File: config.mk
export PLATFORM = sky130hd
export DESIGN_NAME = branch_resolve_unit
export DESIGN_NICKNAME = d
export VERILOG_FILES = /design/src/rtl/bru_pkg.sv /design/src/rtl/bru_slot_eval.sv /design/src/rtl/branch_resolve_unit.sv
export SDC_FILE = /design/constraint.sdc
export NUM_CORES = 1
export LEC_CHECK = 0
export ABC_CLOCK_PERIOD_IN_PS = 2850
export CELL_PAD_IN_SITES_DETAIL_PLACEMENT = 1
export CELL_PAD_IN_SITES_GLOBAL_PLACEMENT = 1
export CORE_UTILIZATION = 45
export DETAILED_ROUTE_END_ITERATION = 16
export DONT_BUFFER_PORTS = 1
export GPL_TIMING_DRIVEN = 0
export PLACE_DENSITY_LB_ADDON = 0.1
export RECOVER_POWER = 100
export SYNTH_ARGS = -nofsm -noshare
export SYNTH_HDL_FRONTEND = slang
export SYNTH_SLANG_ARGS = --single-unit
File: constraint.sdc
create_clock -name clk -period 2.85 [get_ports clk]
set_clock_uncertainty 0.1 [all_clocks]
set_input_delay 0.285 -clock clk [delete_from_list [all_inputs] [get_ports clk]]
set_output_delay 0.285 -clock clk [all_outputs]
set_load 0.02 [all_outputs]
File: src/rtl/bru_pkg.sv
// rtl/bru_pkg.sv - shared types for the branch resolve unit and its slot evaluator
package bru_pkg;

  localparam int BRU_XLEN = 32;
  localparam int BRU_IMM_W = 20;

  typedef enum logic [1:0] {
    BEQ = 2'd0,
    BNE = 2'd1,
    BLT = 2'd2,
    BGE = 2'd3
  } br_op_e;

  typedef enum logic [1:0] {
    RUN      = 2'd0,
    REDIRECT = 2'd1,
    FLUSH    = 2'd2
  } bru_state_e;

  typedef struct packed {
    logic                 nop;
    logic                 jmp;
    logic                 imm_type;
    logic                 zero_ext;
    br_op_e               op;
    logic [BRU_XLEN-1:0]  rs1;
    logic [BRU_XLEN-1:0]  rs2;
    logic [BRU_IMM_W-1:0] imm;
  } bru_slot_req_t;

  typedef struct packed {
    logic                taken;
    logic [BRU_XLEN-1:0] target;
    logic                rd_wr_en;
    logic [BRU_XLEN-1:0] ret_addr;
  } bru_slot_res_t;

endpackage

File: src/rtl/bru_slot_eval.sv
// rtl/bru_slot_eval.sv - combinational single-slot branch/jump evaluator
module bru_slot_eval
  import bru_pkg::*;
#(
  parameter int SLOT_SHIFT = 4
) (
  input  logic [BRU_XLEN-1:0] pc,
  input  bru_slot_req_t       req,
  output bru_slot_res_t       res
);

  logic [BRU_XLEN-1:0] imm12;
  logic [BRU_XLEN-1:0] imm20;
  logic [BRU_XLEN-1:0] jalr_sum;
  logic                eq;
  logic                lt;
  logic                cond;

  assign imm12    = {{(BRU_XLEN-12){req.imm[11]}}, req.imm[11:0]};
  assign imm20    = {{(BRU_XLEN-20){req.imm[19]}}, req.imm[19:0]};
  assign jalr_sum = req.rs1 + imm12;
  assign eq       = (req.rs1 == req.rs2);
  assign lt       = req.zero_ext ? (req.rs1 < req.rs2)
                                 : ($signed(req.rs1) < $signed(req.rs2));

  always_comb begin
    cond = 1'b0;
    case (req.op)
      BEQ:     cond = eq;
      BNE:     cond = ~eq;
      BLT:     cond = lt;
      BGE:     cond = ~lt;
      default: cond = 1'b0;
    endcase
  end

  always_comb begin
    res = '0;
    if (!req.nop) begin
      res.ret_addr = pc + (BRU_XLEN'(1) << SLOT_SHIFT);
      if (req.jmp) begin
        res.taken    = 1'b1;
        res.rd_wr_en = 1'b1;
        // JALR targets are bundle-aligned, so the low offset bits are dropped
        res.target   = req.imm_type ? (jalr_sum & ({BRU_XLEN{1'b1}} << SLOT_SHIFT))
                                    : (pc + (imm20 << SLOT_SHIFT));
      end else begin
        res.taken  = cond;
        res.target = pc + (imm12 << SLOT_SHIFT);
      end
    end
  end

endmodule

File: src/rtl/branch_resolve_unit.sv
// rtl/branch_resolve_unit.sv - registered multi-slot branch resolver with redirect/flush FSM
// Optional perf counters under BRU_PERF_EN.
module branch_resolve_unit
  import bru_pkg::*;
#(
  parameter int XLEN         = BRU_XLEN,
  parameter int NUM_BR       = 2,
  parameter int SLOT_SHIFT   = 4,
  parameter int FLUSH_CYCLES = 2
) (
  input  logic                   clk,
  input  logic                   rst_n,
  input  logic                   in_valid,
  output logic                   in_ready,
  input  logic [XLEN-1:0]        pc,
  input  logic [NUM_BR-1:0]      slot_nop,
  input  logic [NUM_BR-1:0]      slot_jmp,
  input  logic [NUM_BR-1:0]      slot_imm_type,
  input  logic [NUM_BR-1:0]      slot_zero_ext,
  input  logic [NUM_BR*2-1:0]    slot_op,
  input  logic [NUM_BR*XLEN-1:0] slot_rs1,
  input  logic [NUM_BR*XLEN-1:0] slot_rs2,
  input  logic [NUM_BR*20-1:0]   slot_imm,
  output logic                   res_valid,
  output logic [NUM_BR-1:0]      res_rd_wr_en,
  output logic [NUM_BR*XLEN-1:0] res_ret_addr,
  output logic                   flush,
  output logic                   redirect_valid,
  input  logic                   redirect_ready,
  output logic [XLEN-1:0]        redirect_pc
`ifdef BRU_PERF_EN
  ,
  output logic [31:0]            perf_taken_cnt,
  output logic [31:0]            perf_redirect_stall_cnt
`endif
);

  localparam int CW = (FLUSH_CYCLES > 1) ? $clog2(FLUSH_CYCLES) : 1;
  localparam logic [CW-1:0] FC_LOAD = CW'((FLUSH_CYCLES > 0) ? FLUSH_CYCLES - 1 : 0);

  bru_slot_req_t req [NUM_BR];
  bru_slot_res_t res [NUM_BR];

  for (genvar g = 0; g < NUM_BR; g++) begin : g_slot
    assign req[g] = '{
      nop:      slot_nop[g],
      jmp:      slot_jmp[g],
      imm_type: slot_imm_type[g],
      zero_ext: slot_zero_ext[g],
      op:       br_op_e'(slot_op[g*2 +: 2]),
      rs1:      slot_rs1[g*XLEN +: XLEN],
      rs2:      slot_rs2[g*XLEN +: XLEN],
      imm:      slot_imm[g*20 +: 20]
    };
    bru_slot_eval #(.SLOT_SHIFT(SLOT_SHIFT)) u_eval (
      .pc  (pc),
      .req (req[g]),
      .res (res[g])
    );
  end

  bru_state_e             state_q, state_d;
  logic [CW-1:0]          cnt_q, cnt_d;
  logic                   accept;
  logic                   win_found;
  logic [XLEN-1:0]        win_target;
  logic [NUM_BR-1:0]      rd_wr_d;
  logic [NUM_BR*XLEN-1:0] ret_d;

  assign in_ready       = (state_q == RUN);
  assign redirect_valid = (state_q == REDIRECT);
  assign accept         = in_valid && in_ready;

  // Oldest taken slot wins; link writes of younger slots are squashed
  always_comb begin
    win_found  = 1'b0;
    win_target = '0;
    rd_wr_d    = '0;
    ret_d      = '0;
    for (int i = 0; i < NUM_BR; i++) begin
      rd_wr_d[i]              = res[i].rd_wr_en & ~win_found;
      ret_d[i*XLEN +: XLEN]   = res[i].ret_addr;
      if (res[i].taken && !win_found) begin
        win_found  = 1'b1;
        win_target = res[i].target;
      end
    end
  end

  always_comb begin
    state_d = state_q;
    cnt_d   = cnt_q;
    case (state_q)
      RUN: begin
        if (accept && win_found) state_d = REDIRECT;
      end
      REDIRECT: begin
        if (redirect_ready) begin
          if (FLUSH_CYCLES > 0) begin
            state_d = FLUSH;
            cnt_d   = FC_LOAD;
          end else begin
            state_d = RUN;
          end
        end
      end
      FLUSH: begin
        if (cnt_q == '0) state_d = RUN;
        else             cnt_d   = cnt_q - CW'(1);
      end
      default: state_d = RUN;
    endcase
  end

  always_ff @(posedge clk or negedge rst_n) begin
    if (!rst_n) begin
      state_q <= RUN;
      cnt_q   <= '0;
    end else begin
      state_q <= state_d;
      cnt_q   <= cnt_d;
    end
  end

  always_ff @(posedge clk or negedge rst_n) begin
    if (!rst_n) begin
      res_valid    <= 1'b0;
      res_rd_wr_en <= '0;
      res_ret_addr <= '0;
      flush        <= 1'b0;
      redirect_pc  <= '0;
    end else begin
      res_valid <= accept;
      flush     <= accept && win_found;
      if (accept) begin
        res_rd_wr_en <= rd_wr_d;
        res_ret_addr <= ret_d;
      end
      if (accept && win_found) redirect_pc <= win_target;
    end
  end

`ifdef BRU_PERF_EN
  always_ff @(posedge clk or negedge rst_n) begin
    if (!rst_n) begin
      perf_taken_cnt          <= '0;
      perf_redirect_stall_cnt <= '0;
    end else begin
      if (accept && win_found && (perf_taken_cnt != '1))
        perf_taken_cnt <= perf_taken_cnt + 32'd1;
      if ((state_q == REDIRECT) && !redirect_ready && (perf_redirect_stall_cnt != '1))
        perf_redirect_stall_cnt <= perf_redirect_stall_cnt + 32'd1;
    end
  end
`endif

endmodule
Yosys cells after proc, flatten, opt, wreduce, memory -nomap -nowiden --
Cells that the tools add are included.
Operators by class: reductions and logical operators 10, mux-type cells 23, bitwise logic cells 6, multipliers 0, equal/unequal tests 13, add/sub/neg operators 8, shifts and indexed selects 0, div/mod/pow operators 0, order comparisons 4
Operators with widths (count):
- 32-bit adder | 6
- 66-bit two-way mux | 2
- 32-bit < comparator | 4
- 32-bit two-way mux | 4
- 33-bit two-way mux | 2
- 32-bit == test | 2
- 32-bit by 5-bit adder with 32-bit output (second input constant) | 1
- 2-bit == test (second input constant) | 5
- 1-bit two-way mux | 8
- 1-bit one-hot mux with 4 select lines | 2
- 2-bit by 1-bit == test with 1-bit output (second input constant) | 3
- 2-bit logical NOT | 3
- 2-bit two-way mux | 3
- 2-bit one-hot mux with 3 select lines | 1
- 1-bit NOT | 5
- 2-bit by 1-bit inequality test with 1-bit output (second input constant) | 2
- 1-bit logical AND | 3
- 3-bit AND reduction | 1
- 2-bit inequality test (second input constant) | 1
- 1-bit one-hot mux with 2 select lines | 1
- 2-bit AND reduction | 1
- 2-bit nonzero test | 1
- 1-bit AND | 1
- 1-bit logical NOT | 1
- 1-bit subtractor (second input constant) | 1
Word-level totals: bits in latches 0, register bits 103, ROM bits 0, memories kept 0, bits in writable memories 0

Longest topological paths before layout --
Gate-level depths: netlist of run 1.
word-level depth 13, depth in mapped cells 15, depth with buffers taken out 13

Hierarchy --
Synthesis of run 1 repeated with hierarchy kept, for this count alone.
Unflattened totals: cells, all modules 2090, area, all modules 15567.4 um^2
By module, submodules not included:
- bru_slot_eval at g_slot[1].u_eval | cells each 856, times used 1, area an instance 5931.9 um^2
- bru_slot_eval at g_slot[0].u_eval | cells each 787, times used 1, area an instance 5393.9 um^2
- branch_resolve_unit | cells each 447, times used 1, area an instance 4241.6 um^2

Least setup slack after synthesis of run 1 --
OpenSTA, ideal clock, no wires.
kind input to register, start in slot_rs2[8], end reg redirect_pc[8], path buffers 2, arrival 3037 ps, setup time 131 ps, path slack -417 ps, stages on the path 14, cell sequence inv_1 > ha_1 > nand3_1 > or4_4 > nor4b_2 > xnor2_1 > a221o_1 > nor3_4 > and2_1 > buf_4 > nor2_2 > buf_6 > a221oi_1 > nor3_1
On the way: word-level cells in the longest chain between the ends 11, elaborated cells on any way between the ends 16
RTL lines:
- from (decl) | line branch_resolve_unit.sv:22 | input logic [NUM_BR*XLEN-1:0] slot_rs2,
- 32-bit < comparator, on equally long branches | line bru_slot_eval.sv:24, bru_slot_eval.sv:23
- 1-bit two-way mux | line bru_slot_eval.sv:23 | assign lt = req.zero_ext ? (req.rs1 < req.rs2)
- 1-bit NOT | line bru_slot_eval.sv:32 | BGE: cond = ~lt;
- 1-bit one-hot mux with 4 select lines * | line bru_slot_eval.sv:28 | case (req.op)
- 33-bit two-way mux * | line bru_slot_eval.sv:41 | if (req.jmp) begin
- 66-bit two-way mux * | line bru_slot_eval.sv:39 | if (!req.nop) begin
- 1-bit two-way mux | line branch_resolve_unit.sv:83 | if (res[i].taken && !win_found) begin
- 1-bit logical NOT | line branch_resolve_unit.sv:83
- 1-bit logical AND | line branch_resolve_unit.sv:83
- 1-bit two-way mux | line branch_resolve_unit.sv:83
- 1-bit logical AND | line branch_resolve_unit.sv:139 | if (accept && win_found) redirect_pc <= win_target;
- to (signal assigned) | line branch_resolve_unit.sv:139
- to (decl) | line branch_resolve_unit.sv:30 | output logic [XLEN-1:0] redirect_pc
Mark *: on every way between the ends. The rest lies on a longest branch, timed or not. A chain may end at the register's enable or synchronous reset.

Final worst setup path of run 1 --
start in slot_rs2[30], end reg redirect_pc[23]
Same word-level chain as after synthesis.

==> results.py, run 1 <==
metrics = {
    "grt": {
        "grt_overflow_total": 0,
        "grt_pass1_vias": 15300,
        "grt_usage_pct": 34.9,
        "antenna_found_initial": 3,
        "grt_pass1_wl_um": 85500,
        "grt_max_degree": 104,
    },
    "timing": {
        "tightestPinTransition_ns": 1.45,
        "finalHoldViolCount": 0,
        "final_max_slew_viol_count": 0,
        "rsz0062_at_grt": "yes",
        "slew_headroom_pct": 3.29,
        "post-route-period-util_pct": 105,
        "fmax_mhz": 333,
        "finalWorstSetupSlack_ns": -0.154,
        "setup_tns_ns": -2.65,
        "period_needed_ns": 3.00,
        "setup_viol_count_final": 29,
    },
    "cells_and_area": {
        "final_util_pct": 53.8,
        "area_growth_pct": 17.7,
        "finalInstanceArea_um2": 16500,
        "final_cell_mix": "196 x nand2_1, 186 x ha_1, 151 x o21ai_0, 137 x a21oi_1, 103 x dfrtp_1",
        "mostFrequentLayoutCell": "nand2_1",
        "drive_above_1_share_pct": 12.8,
        "num-nets-final": 2317,
    },
    "synthesis": {
        "synthXorXnorAreaFrac_pct": 9.32,
        "synth_edf_count": 0,
        "synthCells": 1813,
        "synth_seq_cells": 103,
        "yosysUniqueCellTypes": 80,
        "synth.avg_cell_area_um2": 7.72,
        "synth_nets": 2240,
        "muxShareOfSynthArea_pct": 0.581,
        "synth_top_family_by_area": "compound AO/OA/AOI/OAI gates",
        "synth_simple_gate_area_share_pct": 18.6,
        "synthArstFlopShare_pct": 100,
        "synthAdderAreaFrac_pct": 19.0,
        "yosys_warnings": 0,
        "synth_ff_type": "dfrtp_1",
        "netlist_area_um2": 14000,
        "synth.yosys.seq_area_share_pct": 18.4,
        "synth_compound_area_share_pct": 29.8,
    },
    "status": {
        "violations": "negative setup slack",
        "outcome": "complete, but fails checks",
    },
    "critical_path": {
        "r2r_cells": 8,
        "cpPeakStageDelay_ns": 0.44,
        "crit_buf_inv": 5,
        "worstPathArrival_ns": 3.18,
        "cp_slowest_cell": "or3b_4",
        "reg2reg_to": "redirect_pc[31]$_DFFE_PN0P_",
        "required_ns": 3.03,
        "endpoint_kind": "register",
        "worst-path-max-fanout": 6,
        "worstSetupStartpointType": "input pin",
        "r2r-start": "state_q[0]$_DFFE_PN0P_",
        "critPathKind": "input pin to register",
        "rrSetupSlack_ns": 0.12,
        "crit_chain": "inv_8, ha_4, nand4_1, buf_4, nor4_4, or3b_4, a21boi_4, nor3_4, buf_6, buf_6, nor3_4, buf_8, o211ai_1, a31oi_1",
        "cp_top_family": "simple AND/OR/NAND/NOR gates",
    },
    "placed_design": {
        "portBuffers": 0,
        "hpwl_um": 43700,
        "gp_congestion": 0.968,
        "place_area_um2": 14600,
    },
    "die": {
        "num_rows": 64,
        "coreArea_um2": 30600,
        "ioPinCount": 318,
        "die_area_um2": 31800,
        "dieHeight_um": 178,
        "start_util_pct": 45.8,
        "die_width_um": 178,
    },
    "min_path": {
        "hp-start": "pc[2]",
        "min_path_cells": 2,
        "min_to": "res_ret_addr[34]$_DFFE_PN0P_",
        "hp-class": "input pin to register",
    },
    "route": {
        "vias": 15000,
        "routedWlPerCell_um": 24.9,
        "route.detailed.drc": 0,
        "wl_um": 57100,
        "vias_per_cell": 6.53,
        "firstDrtPassIters": 5,
        "drt_iter0_markers": 998,
        "antenna_left": 0,
    },
    "job": {
        "cap_violations": 0,
    },
    "clock_network": {
        "clock_sinks": 103,
        "htree_levels": 3,
        "tritoncts": "done",
        "clkTransAtPathRegs_ns": 0.08,
        "insertion_delay_ns": 0.36,
        "clockBufferDepth": 2,
        "cts_buffers": 9,
        "root_buffer": "clkbuf_16",
    },
    "pwr": {
        "power_uw": 9030,
        "power_density_nw_per_um2": 548,
        "vdd_drop_max_mv": 0.315,
        "p_leak_uw": 0.00726,
    },
}
[power breakdown]
| part | total (uW) | internal (uW) | switching [uW] |
|---|---|---|---|
| Combinational | 4120 | 1670 | 2450 |
| Sequential | 3610 | 2140 | 1470 |
| Clock | 1310 | 659 | 651 |
[final cells by class]
cell class	count	area [um^2]
Fill cell	3699	14100
Inverter	97	419
Multi-Input combinational cell	1556	11800
Antenna cell	1	2.50
Clock buffer	11	253
Buffer	54	253
Sequential cell	103	2580
Timing Repair Buffer	69	613
Clock inverter	5	46.3
Tap cell	396	495
[stage by stage]
step / hold WS (ns) / setup slack, ns / instances
global placement: -0.109 / -1.07 / 2209
detailed placement: -0.109 / -1.14 / 2209
finish: 0.00135 / -0.154 / 2292
floorplan: -0.111 / -0.262 / 1813
global route: 0.00747 / -0.261 / 2292
CTS: 0.00763 / -0.161 / 2270
[kinds of logic after synthesis]
logic type,after synthesis
buffers and inverters,154
AOI/OAI and AO/OA,646
adders and majority gates,211
DFF,103
and+or+nand+nor,542
xor gates and xnor gates,149
muxes,8
[Yosys cell counts, types with 5 or more instances]
cell	instances	area, um^2
nand2_1	201	754
nand3_1	51	255
o31a_1	5	43.8
a221o_1	7	70.1
mux2i_1	7	70.1
a22oi_1	12	90.1
o31ai_1	13	97.6
and2_1	15	93.8
nand3b_1	15	113
xnor2_1	83	727
o21bai_1	9	67.6
nand4_1	28	175
clkbuf_1	51	191
a21oi_1	151	756
ha_1	209	2620
a31oi_1	15	93.8
nand2b_1	17	106
o211ai_1	37	278
o22a_1	10	87.6
a211o_1	10	87.6
a2111oi_0	6	52.6
o2111ai_1	8	70.1
a211oi_1	27	203
nor3_1	27	135
or3_1	9	56.3
or2_2	6	37.5
o221ai_1	5	43.8
a21o_1	71	533
a21boi_0	5	37.5
o21a_1	18	135
nor2b_1	19	119
o41ai_1	5	43.8
nor2_1	104	390
inv_1	95	357
o22ai_1	13	81.3
a221oi_1	10	87.6
nor4_1	10	62.6
xor2_1	66	578
o21ai_0	171	856
and3_1	19	119
dfrtp_1	103	2580
nor3b_1	5	37.5
[registers in the layout, summed over array words and instances (netlist names)]
register and count:
res_ret_addr 64, redirect_pc 32, res_valid 1, res_rd_wr_en 2, state_q 2, cnt_q 1, flush 1
[how the worst max path moves through the flow]
stage	startpoint	end	slack [ns]	cells after the start
floorplan	slot_rs2[7]	redirect_pc[31]$_DFFE_PN0P_	-0.26	13
global placement	slot_rs2[63]	redirect_pc[26]$_DFFE_PN0P_	-1.07	12
detailed placement	slot_rs2[63]	redirect_pc[26]$_DFFE_PN0P_	-1.14	12
CTS	slot_rs2[15]	redirect_pc[31]$_DFFE_PN0P_	-0.16	14
global route	slot_rs2[30]	redirect_pc[28]$_DFFE_PN0P_	-0.26	14
finish	slot_rs2[30]	redirect_pc[23]$_DFFE_PN0P_	-0.15	14
[routing by layer]
metal,global-route usage [%],vias to the layer above,wire length [um]
li1,-,6897,-
met4,13.2,0,2290
met2,61.0,621,27400
met3,7.12,141,4960
met5,0,-,0
met1,41.8,7303,22400
[worst register-to-register path, cell delays in order (launching register included)]
cell      delay, ns
dfrtp_1        0.44
nor2_2         0.27
nand2_1        0.26
inv_1          0.20
clkbuf_1       0.57
nand2_4        0.17
a221o_1        0.36
a21oi_2        0.17
a221o_1        0.14
[what timing repair did]
item | CTS | global route
hold buffers | 8 | 0
hold endpoints to repair | 117 | 0
pin swaps | 47 | 73
gates cloned | 2 | 0
resized for setup | 102 | 121
setup endpoints to repair | 36 | 44
setup buffers | 36 | 26
(Power assumes the default switching activity.)
==> inputs of run 2 (changes only) <==
--- a/config.mk
+++ b/config.mk
@@ -14,6 +14,7 @@
 export GPL_TIMING_DRIVEN = 0
 export PLACE_DENSITY_LB_ADDON = 0.1
 export RECOVER_POWER = 100
+export SLEW_MARGIN = 25
 export SYNTH_ARGS = -nofsm -noshare
 export SYNTH_HDL_FRONTEND = slang
 export SYNTH_SLANG_ARGS = --single-unit
==> results of run 2 <==
No change in the layout: final DEF, timing and power equal those of run 1.
